==> config.mk <==
export PLATFORM = sky130hd
export DESIGN_NAME = gpio_irq_ctrl
export DESIGN_NICKNAME = d
export VERILOG_FILES = /design/src/rtl/gpio_pkg.sv /design/src/rtl/gpio_sync.sv /design/src/rtl/gpio_irq_ctrl.sv
export SDC_FILE = /design/constraint.sdc
export NUM_CORES = 1
export LEC_CHECK = 0
export BUFFER_PORTS_ARGS = -buffer_cell sky130_fd_sc_hd__buf_2
export CORE_MARGIN = 5
export CORE_UTILIZATION = 30
export CTS_BUF_LIST = sky130_fd_sc_hd__clkbuf_16
export CTS_CLUSTER_SIZE = 30
export DETAILED_ROUTE_END_ITERATION = 16
export PLACE_DENSITY = 0.54
export SYNTH_ARGS = -nofsm -noshare
export SYNTH_HDL_FRONTEND = slang
export SYNTH_SLANG_ARGS = --single-unit
==> constraint.sdc <==
create_clock -name clk_i -period 3.1 [get_ports clk_i]
set_clock_uncertainty 0.1 [all_clocks]
set_input_delay 0.62 -clock clk_i [delete_from_list [all_inputs] [get_ports clk_i]]
set_output_delay 0.62 -clock clk_i [all_outputs]
set_load 0.1 [all_outputs]
==> src/rtl/gpio_pkg.sv <==
// Shared definitions for the GPIO interrupt controller: register indices,
// the register vector type and the debounce counter width.
package gpio_pkg;

  typedef enum logic [2:0] {
    REG_DATA_IN  = 3'd0,
    REG_RISE_EN  = 3'd1,
    REG_FALL_EN  = 3'd2,
    REG_PENDING  = 3'd3,
    REG_IRQ_MASK = 3'd4
  } reg_idx_e;

  localparam int unsigned GPIO_MAX   = 32;
  localparam int unsigned DBNC_CNT_W = 16;

  // Enable, mask and pending registers share the full bus width; bits at or
  // above N_GPIO are held at zero by the controller.
  typedef logic [GPIO_MAX-1:0] gpio_vec_t;

  // Set has priority over a simultaneous write-one-to-clear.
  function automatic gpio_vec_t w1c_apply(gpio_vec_t cur, gpio_vec_t clr, gpio_vec_t set);
    return (cur & ~clr) | set;
  endfunction

endpackage

==> src/rtl/gpio_sync.sv <==
// Two-flop synchronizer for asynchronous pad inputs, reset to zero.
module gpio_sync #(
  parameter int unsigned WIDTH = 8
) (
  input  logic             clk_i,
  input  logic             rst_i,
  input  logic [WIDTH-1:0] d_i,
  output logic [WIDTH-1:0] q_o
);

  logic [WIDTH-1:0] meta_q;

  always_ff @(posedge clk_i or posedge rst_i) begin
    if (rst_i) begin
      meta_q <= '0;
      q_o    <= '0;
    end else begin
      meta_q <= d_i;
      q_o    <= meta_q;
    end
  end

endmodule

==> src/rtl/gpio_irq_ctrl.sv <==
// GPIO edge-detect interrupt controller with a small register file.
// Optional per-bit input debounce is built when GPIO_DEBOUNCE_EN is defined.
module gpio_irq_ctrl
  import gpio_pkg::*;
#(
  parameter int unsigned N_GPIO          = 8,
  parameter int unsigned DEBOUNCE_CYCLES = 16
) (
  input  logic              clk_i,
  input  logic              rst_i,
  input  logic [N_GPIO-1:0] gpio_in_i,
  input  logic              reg_we_i,
  input  logic              reg_re_i,
  input  logic [2:0]        reg_addr_i,
  input  logic [31:0]       reg_wdata_i,
  output logic [31:0]       reg_rdata_o,
  output logic              reg_rvalid_o,
  output logic              irq_o
);

  localparam gpio_vec_t VALID_MASK = gpio_vec_t'((64'd1 << N_GPIO) - 64'd1);

  logic [N_GPIO-1:0] sync_q;
  logic [N_GPIO-1:0] filt_q;
  logic [N_GPIO-1:0] prev_q;

  gpio_vec_t filt_vec, prev_vec, set_vec, clr_vec, wr_val, rd_mux;
  gpio_vec_t rise_en_q, fall_en_q, irq_mask_q, pending_q;
  gpio_vec_t rise_en_d, fall_en_d, irq_mask_d, pending_d;

  gpio_sync #(
    .WIDTH(N_GPIO)
  ) u_sync (
    .clk_i (clk_i),
    .rst_i (rst_i),
    .d_i   (gpio_in_i),
    .q_o   (sync_q)
  );

`ifdef GPIO_DEBOUNCE_EN
  localparam logic [DBNC_CNT_W-1:0] DBNC_LAST = DBNC_CNT_W'(DEBOUNCE_CYCLES - 1);

  logic [DBNC_CNT_W-1:0] dbnc_cnt_q [N_GPIO];

  // Counter tracks consecutive cycles of disagreement; any agreement restarts it.
  always_ff @(posedge clk_i or posedge rst_i) begin
    if (rst_i) begin
      filt_q <= '0;
      for (int unsigned i = 0; i < N_GPIO; i++) begin
        dbnc_cnt_q[i] <= '0;
      end
    end else begin
      for (int unsigned i = 0; i < N_GPIO; i++) begin
        if (sync_q[i] == filt_q[i]) begin
          dbnc_cnt_q[i] <= '0;
        end else if (dbnc_cnt_q[i] == DBNC_LAST) begin
          filt_q[i]     <= sync_q[i];
          dbnc_cnt_q[i] <= '0;
        end else begin
          dbnc_cnt_q[i] <= dbnc_cnt_q[i] + 1'b1;
        end
      end
    end
  end
`else
  localparam int unsigned dbnc_cycles_unused = DEBOUNCE_CYCLES;

  always_ff @(posedge clk_i or posedge rst_i) begin
    if (rst_i) begin
      filt_q <= '0;
    end else begin
      filt_q <= sync_q;
    end
  end
`endif

  always_ff @(posedge clk_i or posedge rst_i) begin
    if (rst_i) begin
      prev_q <= '0;
    end else begin
      prev_q <= filt_q;
    end
  end

  assign filt_vec = gpio_vec_t'(filt_q);
  assign prev_vec = gpio_vec_t'(prev_q);
  assign wr_val   = reg_wdata_i & VALID_MASK;

  assign set_vec = (filt_vec & ~prev_vec & rise_en_q) |
                   (~filt_vec & prev_vec & fall_en_q);

  always_comb begin
    rise_en_d  = rise_en_q;
    fall_en_d  = fall_en_q;
    irq_mask_d = irq_mask_q;
    clr_vec    = '0;
    if (reg_we_i) begin
      case (reg_idx_e'(reg_addr_i))
        REG_RISE_EN:  rise_en_d  = wr_val;
        REG_FALL_EN:  fall_en_d  = wr_val;
        REG_PENDING:  clr_vec    = wr_val;
        REG_IRQ_MASK: irq_mask_d = wr_val;
        default: ;
      endcase
    end
    pending_d = w1c_apply(pending_q, clr_vec, set_vec);
  end

  // Read mux sees current state, so a same-cycle write is not yet visible.
  always_comb begin
    rd_mux = '0;
    case (reg_idx_e'(reg_addr_i))
      REG_DATA_IN:  rd_mux = filt_vec;
      REG_RISE_EN:  rd_mux = rise_en_q;
      REG_FALL_EN:  rd_mux = fall_en_q;
      REG_PENDING:  rd_mux = pending_q;
      REG_IRQ_MASK: rd_mux = irq_mask_q;
      default:      rd_mux = '0;
    endcase
  end

  always_ff @(posedge clk_i or posedge rst_i) begin
    if (rst_i) begin
      rise_en_q    <= '0;
      fall_en_q    <= '0;
      irq_mask_q   <= '0;
      pending_q    <= '0;
      reg_rdata_o  <= '0;
      reg_rvalid_o <= 1'b0;
    end else begin
      rise_en_q    <= rise_en_d;
      fall_en_q    <= fall_en_d;
      irq_mask_q   <= irq_mask_d;
      pending_q    <= pending_d;
      reg_rvalid_o <= reg_re_i;
      if (reg_re_i) begin
        reg_rdata_o <= rd_mux;
      end
    end
  end

  assign irq_o = |(pending_q & irq_mask_q);

endmodule

After elaboration in Yosys (flattened, before gate mapping)
Index checks and enable logic that the tools add are counted.
{"block": "totals", "regBits": 121, "inputBits": 47, "word_cells": 33}
{"block": "op_classes", "eq_ne": 4, "muxes": 3, "n_bitwise": 11, "n_reduce_logical": 5}
{"op": "$pmux W32 S5", "count": 1}
{"op": "$and A32 B8 Y32", "count": 4}
{"op": "$not A8 Y32", "count": 2}
{"op": "$or A32 B32 Y32", "count": 2}
{"op": "$and A32 B32 Y32", "count": 1}
{"op": "$and A8 B32 Y32", "count": 1}
{"op": "$not A32 Y32", "count": 1}
{"op": "$reduce_or A32 Y1", "count": 1}
{"op": "$mux W8", "count": 2}
{"op": "$eq A3 B2 Y1 const B", "count": 2}
{"op": "$reduce_and A2 Y1", "count": 3}
{"op": "$eq A3 B1 Y1 const B", "count": 1}
{"op": "$eq A3 B3 Y1 const B", "count": 1}
{"op": "$logic_not A3 Y1", "count": 1}

Longest topological paths before layout
Gate-level depths: netlist (run 1).
{"block": "depth", "word_depth": 6, "depth_mapped": 5}

By module
From an unflattened synthesis (run 1), not the netlist that was laid out.
{"block": "unflattened", "cells_unflattened": 253, "area_unflattened_um2": 3062.9}
{"module": "gpio_irq_ctrl", "n_inst": 1, "cells_per_inst": 236, "area_each_um2": 2658.8}
{"module": "gpio_sync", "n_inst": 1, "cells_per_inst": 17, "area_each_um2": 404.1}

Worst setup path after synthesis (run 1)
No wires, ideal clock.
{"block": "synth_timing", "path_kind": "register to output", "start": "register pending_q[5]", "end": "output port irq_o", "arrival_ps": 1462, "required_ps": 2380, "setup_slack_ps": 918, "stages_incl_launch_ff": 3, "path_buffers": 0, "path_cell_list": "dfrtp_1 -> a22oi_1 -> nand4_1"}
{"block": "synth_between", "elab_chain_len": 2}
{"element": "start, declared", "line": "gpio_irq_ctrl.sv:28", "text": "gpio_vec_t rise_en_q, fall_en_q, irq_mask_q, pending_q;"}
{"element": "start signal, assigned", "line": "gpio_irq_ctrl.sv:134", "text": "pending_q <= pending_d;"}
{"element": "$and A32 B8 Y32", "line": "gpio_irq_ctrl.sv:142", "text": "assign irq_o = |(pending_q & irq_mask_q);"}
{"element": "$reduce_or A32 Y1", "line": "gpio_irq_ctrl.sv:142"}
{"element": "end, declared", "line": "gpio_irq_ctrl.sv:18", "text": "output logic irq_o"}
Every way passes these cells.

Worst setup path after layout (run 1)
Ends and elaborated chain as after synthesis.

==> results.py, run 1 <==
metrics = {
    "synthesis": {
        "yosysTopAreaCell": "dfrtp_1",
        "ys_ff_latch": 73,
        "synthTopCellsByArea": "dfrtp_1, mux2_2, buf_4, a22oi_1, mux2_4",
        "syn_area_per_cell_um2": 13.3,
        "ys_warn_count": 0,
        "ys_seq_area_share_pct": 60.1,
        "syn_inst": 228,
        "ys_types": 27,
        "syn_area_um2": 3040,
        "synth_top_area_share_pct": 60.1,
    },
    "cts": {
        "cts_buffers": 9,
        "htreeDepth": 3,
        "cts.sinks": 73,
        "clk_latency_ns": 0.33,
        "hold_buffers": 0,
        "cts_root_buf": "clkbuf_16",
        "cts_tree": "done",
        "post_cts_buffers": 0,
        "clkTransAtPathRegs_ns": 0.05,
        "cts_max_path_buffers": 2,
        "cts_resized": 0,
    },
    "worst_setup_path": {
        "timing.rr.end": "reg_rdata_o[7]$_DFFE_PP0P_",
        "cp.arrival_ns": 1.42,
        "r2r_start": "fall_en_q[7]$_DFFE_PP0P_",
        "reg2reg_slack_ns": 1.74,
        "crit_required_ns": 2.38,
        "r2r_cells": 3,
        "critPathLaunchType": "flip-flop",
        "crit_type": "reg -> out",
        "worst_setup_path_end_kind": "output pin",
        "worstPathMaxFanout": 3,
    },
    "finish": {
        "nFillCells": 1008,
        "syn_to_final_growth_pct": 16.6,
        "final_net_count": 310,
        "design_area_um2": 3540,
        "instances_no_fill": 400,
        "seqCellArea_um2": 1830,
        "multi_input_area_um2": 1020,
        "drive_gt1_share_pct": 33.0,
        "final_util_pct": 36.1,
        "antenna_cells": 0,
    },
    "status": {
        "status": "finished clean",
    },
    "power": {
        "switching_share_pct": 29.5,
        "comb_power_share_pct": 18.8,
        "seqPwrFrac_pct": 42.7,
        "internal_power_w": 0.00192,
        "clock_power_share_pct": 38.5,
        "leakagePower_nw": 1.55,
        "switching_power_w": 0.000805,
        "peakVddDrop_mv": 0.350,
        "power_density_nw_per_um2": 770,
    },
    "die": {
        "dieWidth_um": 111,
        "start_util_pct": 30.9,
        "num_rows": 36,
        "ios": 81,
        "fp.dieH_um": 111,
        "core-area_um2": 9820,
        "dieArea_um2": 12200,
    },
    "placed_design": {
        "hpwl_um": 3850,
        "dpl_cell_area_um2": 3240,
        "post-place-ws_ns": 0.900,
        "numPortBuffers": 32,
        "dp.cells": 385,
        "gp_congestion": 0.729,
    },
    "timing": {
        "fmax_mhz": 468,
        "timing.setup.tns_ns": 0,
        "maxSlewViolCount": 0,
        "fin_ws_ns": 0.963,
        "setup_viol": 0,
        "rsz0062_at_grt": "false",
        "fin_crit_sh_pct": 68.9,
        "fin_crit_ns": 2.14,
        "slew-limit-headroom_pct": 58.0,
        "hold_viol": 0,
        "max_slew.worst_pin.slew_ns": 0.626,
    },
    "min_path": {
        "min_path_type": "reg -> reg",
        "min_from": "u_sync.q_o[7]$_DFF_PP0_",
        "worstHoldEndpoint": "filt_q[7]$_DFF_PP0_",
        "whs_path_depth": 0,
    },
    "route": {
        "drc": 0,
        "drt_iter0_markers": 75,
        "postRouteWirelength_um": 5920,
        "dr_total_vias": 1788,
        "drtAntennaViolNets": 0,
        "wire_per_inst_um": 14.8,
        "drt_first_pass_iters": 4,
        "via_per_inst": 4.47,
    },
    "global_routing": {
        "grt_overflow_total": 0,
        "grt_max_degree": 74,
        "antenna_found_initial": 0,
        "grt_usage_pct": 9.96,
        "grt_pass1_vias": 1821,
        "grt_pass1_wl_um": 9560,
    },
    "flow_run": {
        "drv_cap": 0,
    },
}
## flip-flops by register name, summed over array words and instances (netlist names)
signal,count
reg_rvalid_o,1
fall_en_q,8
irq_mask_q,8
rise_en_q,8
reg_rdata_o,8
pending_q,8
prev_q,8
u_sync.meta_q,8
filt_q,8
u_sync.q_o,8
## per-stage QoR
step | power, W | hold WS [ns]
after floorplan | 0.00162 | 0.231
after global placement | 0.00169 | 0.232
after detailed placement | 0.00169 | 0.235
after CTS | 0.00277 | 0.244
after global routing | 0.00285 | 0.248
final | 0.00273 | 0.243
## synth_stat cells
library cell and count:
nor3_2 1, nand2_1 8, mux2_4 8, o211ai_1 8
a31oi_1 7, buf_1 1, a22oi_1 17, a222oi_1 1
nor3b_4 1, nor2_1 10, inv_1 9, a21oi_1 1
clkbuf_1 2, nand4_1 1, buf_4 25, and2_4 1
nor3b_1 1, and4bb_2 4, mux2_2 25, nand4b_1 1
and2b_2 1, dfrtp_1 73, buf_12 1, buf_2 4
nand3b_1 8, conb_1 1, o21ai_0 8
## critical path, stage by stage (launching register included)
cell and delay [ns]:
dfrtp_1 0.40, a22oi_1 0.24, nand4_1 0.13, buf_2 0.31
## area by class of cell
type,instances,share of cell area (%)
sequential,73,51.6
multi-input combinational,136,28.9
clock buffer,9,6.36
timing repair buffer,34,5.30
tap,133,4.70
clock inverter,6,2.16
inverter,9,0.954
## cell usage in the layout (no fill, tap or decap), drive strengths merged
cell type and count:
nand2 8, clkinv 2, nor2 10, bufinv 2
and4bb 4, nand4 1, nand4b 1, clkbuf 9
conb 24, o211ai 8, dfrtp 73, nor3b 2
buf 34, a222oi 1, a31oi 7, inv 11
nor3 1, o21ai 8, nand3b 8, and2 1
and2b 1, a21oi 1, a22oi 17, mux2 33
## worst max path at each step
stage | from | end | cells after the start
after floorplan | rst_i | fall_en_q[0]$_DFFE_PP0P_ | 1
after global placement | reg_addr_i[0] | irq_mask_q[3]$_DFFE_PP0P_ | 4
after detailed placement | reg_addr_i[0] | irq_mask_q[1]$_DFFE_PP0P_ | 4
after CTS | pending_q[5]$_DFF_PP0_ | irq_o | 3
after global routing | pending_q[5]$_DFF_PP0_ | irq_o | 3
final | pending_q[5]$_DFF_PP0_ | irq_o | 3
## routing by layer
metal / wire length [um] / track usage (%) / up-vias
li1: - / - / 835
met1: 2640 / 12.5 / 894
met2: 2810 / 14.8 / 49
met3: 368 / 4.27 / 10
met4: 99 / 4.43 / 0
met5: 0 / 0 / -
## power by group through the flow
stage	logic, W	registers, W	clock network [W]
after floorplan	0.000359	0.00126	0
after detailed placement	0.000515	0.00118	0
final	0.000511	0.00116	0.00105
after CTS	0.000516	0.00116	0.00109
after global placement	0.000510	0.00118	0
after global routing	0.000545	0.00118	0.00112
## cell families after synthesis
logic type,count (synthesis),synth area share (%)
compound gates,42,9.43
buf+inv,42,8.98
flops,73,60.1
mux,33,13.2
other cells,1,0.123
simple gates,37,8.11
Note: power is estimated with default switching activity, not from simulation.
==> run 2: changes to the inputs <==
--- a/config.mk
+++ b/config.mk
@@ -5,6 +5,7 @@
 export SDC_FILE = /design/constraint.sdc
 export NUM_CORES = 1
 export LEC_CHECK = 0
+export ABC_AREA = 1
 export BUFFER_PORTS_ARGS = -buffer_cell sky130_fd_sc_hd__buf_2
 export CORE_MARGIN = 5
 export CORE_UTILIZATION = 30
==> constraint.sdc (replaced) <==
create_clock -name clk_i -period 2.1 [get_ports clk_i]
set_clock_uncertainty 0.1 [all_clocks]
set_input_delay 0.42 -clock clk_i [delete_from_list [all_inputs] [get_ports clk_i]]
set_output_delay 0.42 -clock clk_i [all_outputs]
set_load 0.1 [all_outputs]
==> run 2 against run 1 <==
  * Sequential power grew 47%
  * Largest cell class unchanged
  * First-iteration DRC count grew 71%
  * Core utilization is essentially flat
  * Critical endpoint unchanged
  * Non-clock buffer count grew 8
  * Critical path type unchanged
  * Clock-buffer cell count is the same
  * Clock power grew 51%
  * Synthesized cell count grew 39%
  * Final area grew 3.6%
  * Via count grew 23%
  * Area after synthesis grew 2.1%
  * Hold slack lost 0.19 ns
  * Global-route usage grew 1.4 points
==> results.py, run 2 <==
metrics = {
    "power": {
        "peakVddDrop_mv": 0.393,
        "power_density_nw_per_um2": 1110,
        "p_total_w": 0.00408,
        "leakagePower_nw": 1.78,
    },
    "die": {
        "fp.dieH_um": 112,
        "num_rows": 37,
        "ios": 81,
        "start_util_pct": 30.5,
        "core-area_um2": 10200,
        "dieWidth_um": 112,
        "dieArea_um2": 12500,
    },
    "synthesis": {
        "ys_seq_area_share_pct": 58.9,
        "ys_types": 24,
        "synth_top_family_by_area": "simple AND/OR/NAND/NOR gates",
        "synthMuxAreaShare_pct": 0,
        "syn_area_um2": 3100,
        "synthTopCellsByArea": "dfrtp_1, nand2_1, buf_4, nand3_1, o21ai_0",
        "yosysTopAreaCell": "dfrtp_1",
        "yosysMostFrequentCell": "nand2_1",
        "synthAdderAreaFrac_pct": 0,
        "ys_warn_count": 0,
        "syn_area_per_cell_um2": 9.82,
        "ys_async_sr_fraction_pct": 100,
        "synth_compound_area_share_pct": 8.87,
        "synth_edf_count": 0,
        "ys_ff_latch": 73,
        "syn_inst": 316,
        "synth-simple-area-share_pct": 21.6,
        "synthXorXnorAreaFrac_pct": 0,
        "synthTopCellsByCount": "nand2_1, dfrtp_1, nand3_1",
        "synthFlopType": "dfrtp_1",
        "synth_top_area_share_pct": 58.9,
    },
    "worst_setup_path": {
        "crit_buf_inv": 1,
        "slowest_stage": "dfrtp_1",
        "slowest_delay_ns": 0.39,
        "cp_cell_sequence": "nand2_1 > nand4_1 > or2_2 > buf_4",
        "critPathLaunchType": "flip-flop",
        "reg2reg_slack_ns": 1.05,
        "path_delay_family": "simple AND/OR/NAND/NOR gates",
        "crit_type": "reg -> out",
        "cp.arrival_ns": 1.47,
        "worstPathMaxFanout": 3,
        "worst_setup_path_end_kind": "output pin",
        "cp.depth": 4,
        "crit_required_ns": 1.58,
        "r2r_cells": 4,
    },
    "route": {
        "via_per_inst": 4.42,
        "drt_iter0_markers": 128,
        "postRouteWirelength_um": 6640,
        "dr_total_vias": 2206,
        "drtAntennaViolNets": 0,
        "drc": 0,
        "wire_per_inst_um": 13.3,
        "drt_first_pass_iters": 4,
    },
    "finish": {
        "final_cell_mix": "nand2_1, dfrtp_1, nand3_1, buf_2, conb_1",
        "drive_gt1_share_pct": 20.7,
        "final_common_cell": "nand2_1",
        "syn_to_final_growth_pct": 18.3,
        "final_net_count": 405,
        "antenna_cells": 0,
    },
    "cts": {
        "cts_resized": 0,
        "cts_root_buf": "clkbuf_16",
        "cts_buffers": 9,
        "clk_latency_ns": 0.32,
        "htreeDepth": 3,
        "cts.sinks": 73,
        "clkTransAtPathRegs_ns": 0.06,
        "cts_tree": "done",
        "cts_max_path_buffers": 2,
        "post_cts_buffers": 0,
        "hold_buffers": 0,
    },
    "min_path": {
        "min_path_type": "in -> async",
    },
    "placed_design": {
        "hpwl_um": 4720,
        "post-place-ws_ns": 0.176,
        "numPortBuffers": 32,
        "gp_congestion": 0.796,
    },
    "timing": {
        "rsz0062_at_grt": "false",
        "timing.setup.tns_ns": 0,
        "fin_crit_sh_pct": 94.6,
        "max_slew.worst_pin.slew_ns": 0.951,
        "fmax_mhz": 503,
        "fin_crit_ns": 1.99,
        "slew-limit-headroom_pct": 36.3,
        "setup_viol": 0,
        "hold_viol": 0,
        "fin_ws_ns": 0.114,
        "maxSlewViolCount": 0,
    },
    "global_routing": {
        "grt_pass1_wl_um": 11200,
        "grt_max_degree": 34,
        "antenna_found_initial": 0,
        "grt_overflow_total": 0,
        "grt_pass1_vias": 2181,
        "grt_usage_pct": 11.3,
    },
    "status": {
        "status": "finished clean",
    },
    "flow_run": {
        "drv_cap": 0,
    },
}
run 2: worst reg2reg max path: cells and delay by family, from the launching register on:
kind               cells  cell delay, ns
DFF                    1            0.42
and+or+nand+nor        3            0.25
AOI/OAI and AO/OA      1            0.18
run 2: worst paths after layout:
check	startpoint	to
hold / removal	rst_i	u_sync.meta_q[1]$_DFF_PP0_
setup / recovery	pending_q[0]$_DFF_PP0_	irq_o
max in group asynchronous	rst_i	rise_en_q[4]$_DFFE_PP0P_
setup reg to reg	filt_q[5]$_DFF_PP0_	reg_rdata_o[5]$_DFFE_PP0P_
min in group clk_i	gpio_in_i[2]	u_sync.meta_q[2]$_DFF_PP0_
hold reg to reg	u_sync.meta_q[7]$_DFF_PP0_	u_sync.q_o[7]$_DFF_PP0_
run 2: per-stage QoR:
stage          area (um^2)  hold WS (ns)  util [%]  cells
2_1_floorplan         3190         0.231         -    339
5_1_grt               3670        0.0822      36.0    499
4_1_cts               3670        0.0663      36.0    499
3_5_place_dp          3360         0.235      32.9    483
3_3_place_gp          3360         0.231      32.9    483
6_report              3670        0.0501      36.0    499
run 2: final cells by class:
class | count | area [um^2]
tap | 136 | 170
sequential | 73 | 1830
fill | 1056 | 6520
clock inverter | 7 | 86.3
inverter | 19 | 75.1
multi-input combinational | 213 | 1040
timing repair buffer | 42 | 250
clock buffer | 9 | 225
run 2: metal layers:
layer / up-vias / wire length [um] / GRT usage, %
li1: 1085 / - / -
met1: 1034 / 3140 / 16.2
met2: 76 / 2930 / 16.1
met3: 11 / 435 / 2.34
met4: 0 / 130 / 5.92
met5: - / 0 / 0
run 2: power breakdown:
group / leakage (nW) / total, W / switching [W] / internal (W)
logic: 0.749 / 0.000791 / 0.000625 / 0.000166
registers: 0.869 / 0.00170 / 0.000120 / 0.00158
clock network: 0.158 / 0.00159 / 0.000559 / 0.00103
run 2: logic make-up after synthesis:
kind of cell | after synthesis
flops | 73
compound gates | 45
buf+inv | 53
simple gates | 144
other cells | 1
==> run 3: changes to the inputs <==
--- a/config.mk
+++ b/config.mk
@@ -6,13 +6,13 @@
 export NUM_CORES = 1
 export LEC_CHECK = 0
 export ABC_AREA = 1
-export BUFFER_PORTS_ARGS = -buffer_cell sky130_fd_sc_hd__buf_2
 export CORE_MARGIN = 5
 export CORE_UTILIZATION = 30
 export CTS_BUF_LIST = sky130_fd_sc_hd__clkbuf_16
 export CTS_CLUSTER_SIZE = 30
 export DETAILED_ROUTE_END_ITERATION = 16
-export PLACE_DENSITY = 0.54
+export DONT_BUFFER_PORTS = 1
+export PLACE_DENSITY = 0.48
 export SYNTH_ARGS = -nofsm -noshare
 export SYNTH_HDL_FRONTEND = slang
 export SYNTH_SLANG_ARGS = --single-unit
==> run 3 against run 2 <==
  * First-iteration DRC count down 27%
  * Power is 4.2% lower
  * Sequential power barely moved
  * Cell count down 5.4%
  * Non-clock buffer count fell by 27
  * Core utilization fell by 1.5 points
  * Clock power is 9% lower
  * Maximum frequency rose by 0.31%
  * Clock-buffer cell count unchanged
  * Critical path type unchanged
  * Largest cell class unchanged
==> results.py, run 3 (synthesis results as in run 2) <==
metrics = {
    "timing": {
        "hold_viol": 0,
        "fin_crit_ns": 1.98,
        "slew-limit-headroom_pct": 64.2,
        "max_slew.worst_pin.slew_ns": 0.539,
        "maxSlewViolCount": 0,
        "rsz0062_at_grt": "false",
        "setup_viol": 0,
        "timing.setup.tns_ns": 0,
        "fmax_mhz": 505,
        "fin_crit_sh_pct": 94.3,
    },
    "finish": {
        "design_area_um2": 3520,
        "final_net_count": 378,
        "final_common_cell": "nand2_1",
        "syn_to_final_growth_pct": 13.4,
        "antenna_cells": 0,
        "nFillCells": 1041,
        "final_cell_mix": "nand2_1, dfrtp_1, nand3_1",
        "drive_gt1_share_pct": 12.5,
    },
    "placed_design": {
        "numPortBuffers": 0,
        "dpl_cell_area_um2": 3210,
        "gp_congestion": 0.774,
        "hpwl_um": 4500,
    },
    "die": {
        "ios": 81,
        "start_util_pct": 30.5,
        "num_rows": 37,
        "fp.dieH_um": 112,
        "dieArea_um2": 12500,
        "core-area_um2": 10200,
        "dieWidth_um": 112,
    },
    "worst_setup_path": {
        "crit_type": "reg -> out",
        "slowest_delay_ns": 0.54,
        "crit_required_ns": 1.58,
        "critPathLaunchType": "flip-flop",
        "slowest_stage": "or2_2",
        "cp_cell_sequence": "nand2_1 > nand4_1 > or2_2",
        "path_delay_family": "simple AND/OR/NAND/NOR gates",
        "cp.arrival_ns": 1.46,
        "worst_setup_path_end_kind": "output pin",
        "worstPathMaxFanout": 3,
        "crit_buf_inv": 0,
    },
    "power": {
        "p_total_w": 0.00390,
        "clock_power_share_pct": 37.0,
        "comb_power_share_pct": 19.5,
        "peakVddDrop_mv": 0.389,
        "internal_power_w": 0.00263,
        "power_density_nw_per_um2": 1110,
        "switching_share_pct": 32.6,
        "seqPwrFrac_pct": 43.5,
        "leakagePower_nw": 1.66,
        "switching_power_w": 0.00127,
    },
    "route": {
        "postRouteWirelength_um": 6810,
        "dr_total_vias": 2107,
        "via_per_inst": 4.46,
        "drtAntennaViolNets": 0,
        "drc": 0,
        "drt_iter0_markers": 94,
        "drt_first_pass_iters": 4,
        "wire_per_inst_um": 14.4,
    },
    "global_routing": {
        "grt_overflow_total": 0,
        "grt_pass1_vias": 2040,
        "grt_usage_pct": 11.4,
        "grt_max_degree": 74,
        "antenna_found_initial": 0,
        "grt_pass1_wl_um": 11000,
    },
    "cts": {
        "cts_max_path_buffers": 2,
        "clk_latency_ns": 0.33,
        "cts_buffers": 9,
        "cts.sinks": 73,
        "hold_buffers": 1,
        "cts_tree": "done",
        "clkTransAtPathRegs_ns": 0.05,
        "post_cts_buffers": 0,
        "cts_root_buf": "clkbuf_16",
        "cts_resized": 0,
        "htreeDepth": 3,
    },
    "status": {
        "status": "finished clean",
    },
    "flow_run": {
        "drv_cap": 0,
    },
    "min_path": {
        "min_path_type": "in -> reg",
    },
}
-- run 3: cell count changes in the layout (fill, tap and decap cells not counted), sizes merged --
cell,change
buf,-30
bufinv,-1
dlygate4sd3,+3
inv,+1
-- run 3: worst reg2reg max path: cells and delay by family, from the launching register on --
| family | cells | cell delay (ns) |
|---|---|---|
| AO/OA/AOI/OAI | 1 | 0.21 |
| flip-flops | 1 | 0.41 |
| AND/OR/NAND/NOR | 3 | 0.26 |
-- run 3: area by class of cell --
class,instances,area [um^2],area share (%)
inverters,19,75.1,2.13
repair buffers,15,133,3.77
well taps,136,170,4.83
clock buffers,9,225,6.40
flip-flops and latches,73,1830,51.9
clock inverters,7,53.8,1.53
multi-input cells,213,1040,29.4
-- run 3: path summary, 6_finish.rpt --
kind	startpoint	end	slack, ns	cells after the start
hold reg to reg	u_sync.q_o[6]$_DFF_PP0_	filt_q[6]$_DFF_PP0_	0.24	0
setup / recovery	pending_q[0]$_DFF_PP0_	irq_o	0.12	3
setup reg to reg	filt_q[0]$_DFF_PP0_	reg_rdata_o[0]$_DFFE_PP0P_	1.00	4
max in group asynchronous	rst_i	pending_q[3]$_DFF_PP0_	1.01	3
min in group asynchronous	rst_i	u_sync.meta_q[1]$_DFF_PP0_	0.57	3
hold / removal	gpio_in_i[5]	u_sync.meta_q[5]$_DFF_PP0_	0.01	0
-- run 3: metal layers --
layer  global-route usage (%)  vias up  routed length, um
li1                         -     1032                  -
met1                     16.0     1001               3290
met2                     15.2       58               2890
met3                     3.32       16                402
met4                     7.14        0                223
met5                        0        -                  0
-- run 3: stage by stage --
stage / std cells / hold slack (ns) / setup slack (ns) / util (%)
6_report: 472 / 0.0114 / 0.120 / 34.6
2_1_floorplan: 339 / 0.231 / 0.561 / -
5_1_grt: 472 / 0.0000529 / 0.0621 / 34.6
3_3_place_gp: 453 / 0.233 / 0.367 / 31.5
3_5_place_dp: 453 / 0.235 / 0.354 / 31.5
4_1_cts: 470 / 0.00141 / 0.0986 / 34.4
-- run 3: power by group through the flow --
stage	Sequential, W	Combinational, W	Clock, W
after floorplan	0.00186	0.000522	0
after global placement	0.00172	0.000751	0
after detailed placement	0.00172	0.000761	0
after CTS	0.00170	0.000764	0.00148
after global routing	0.00172	0.000819	0.00155
final	0.00170	0.000760	0.00144
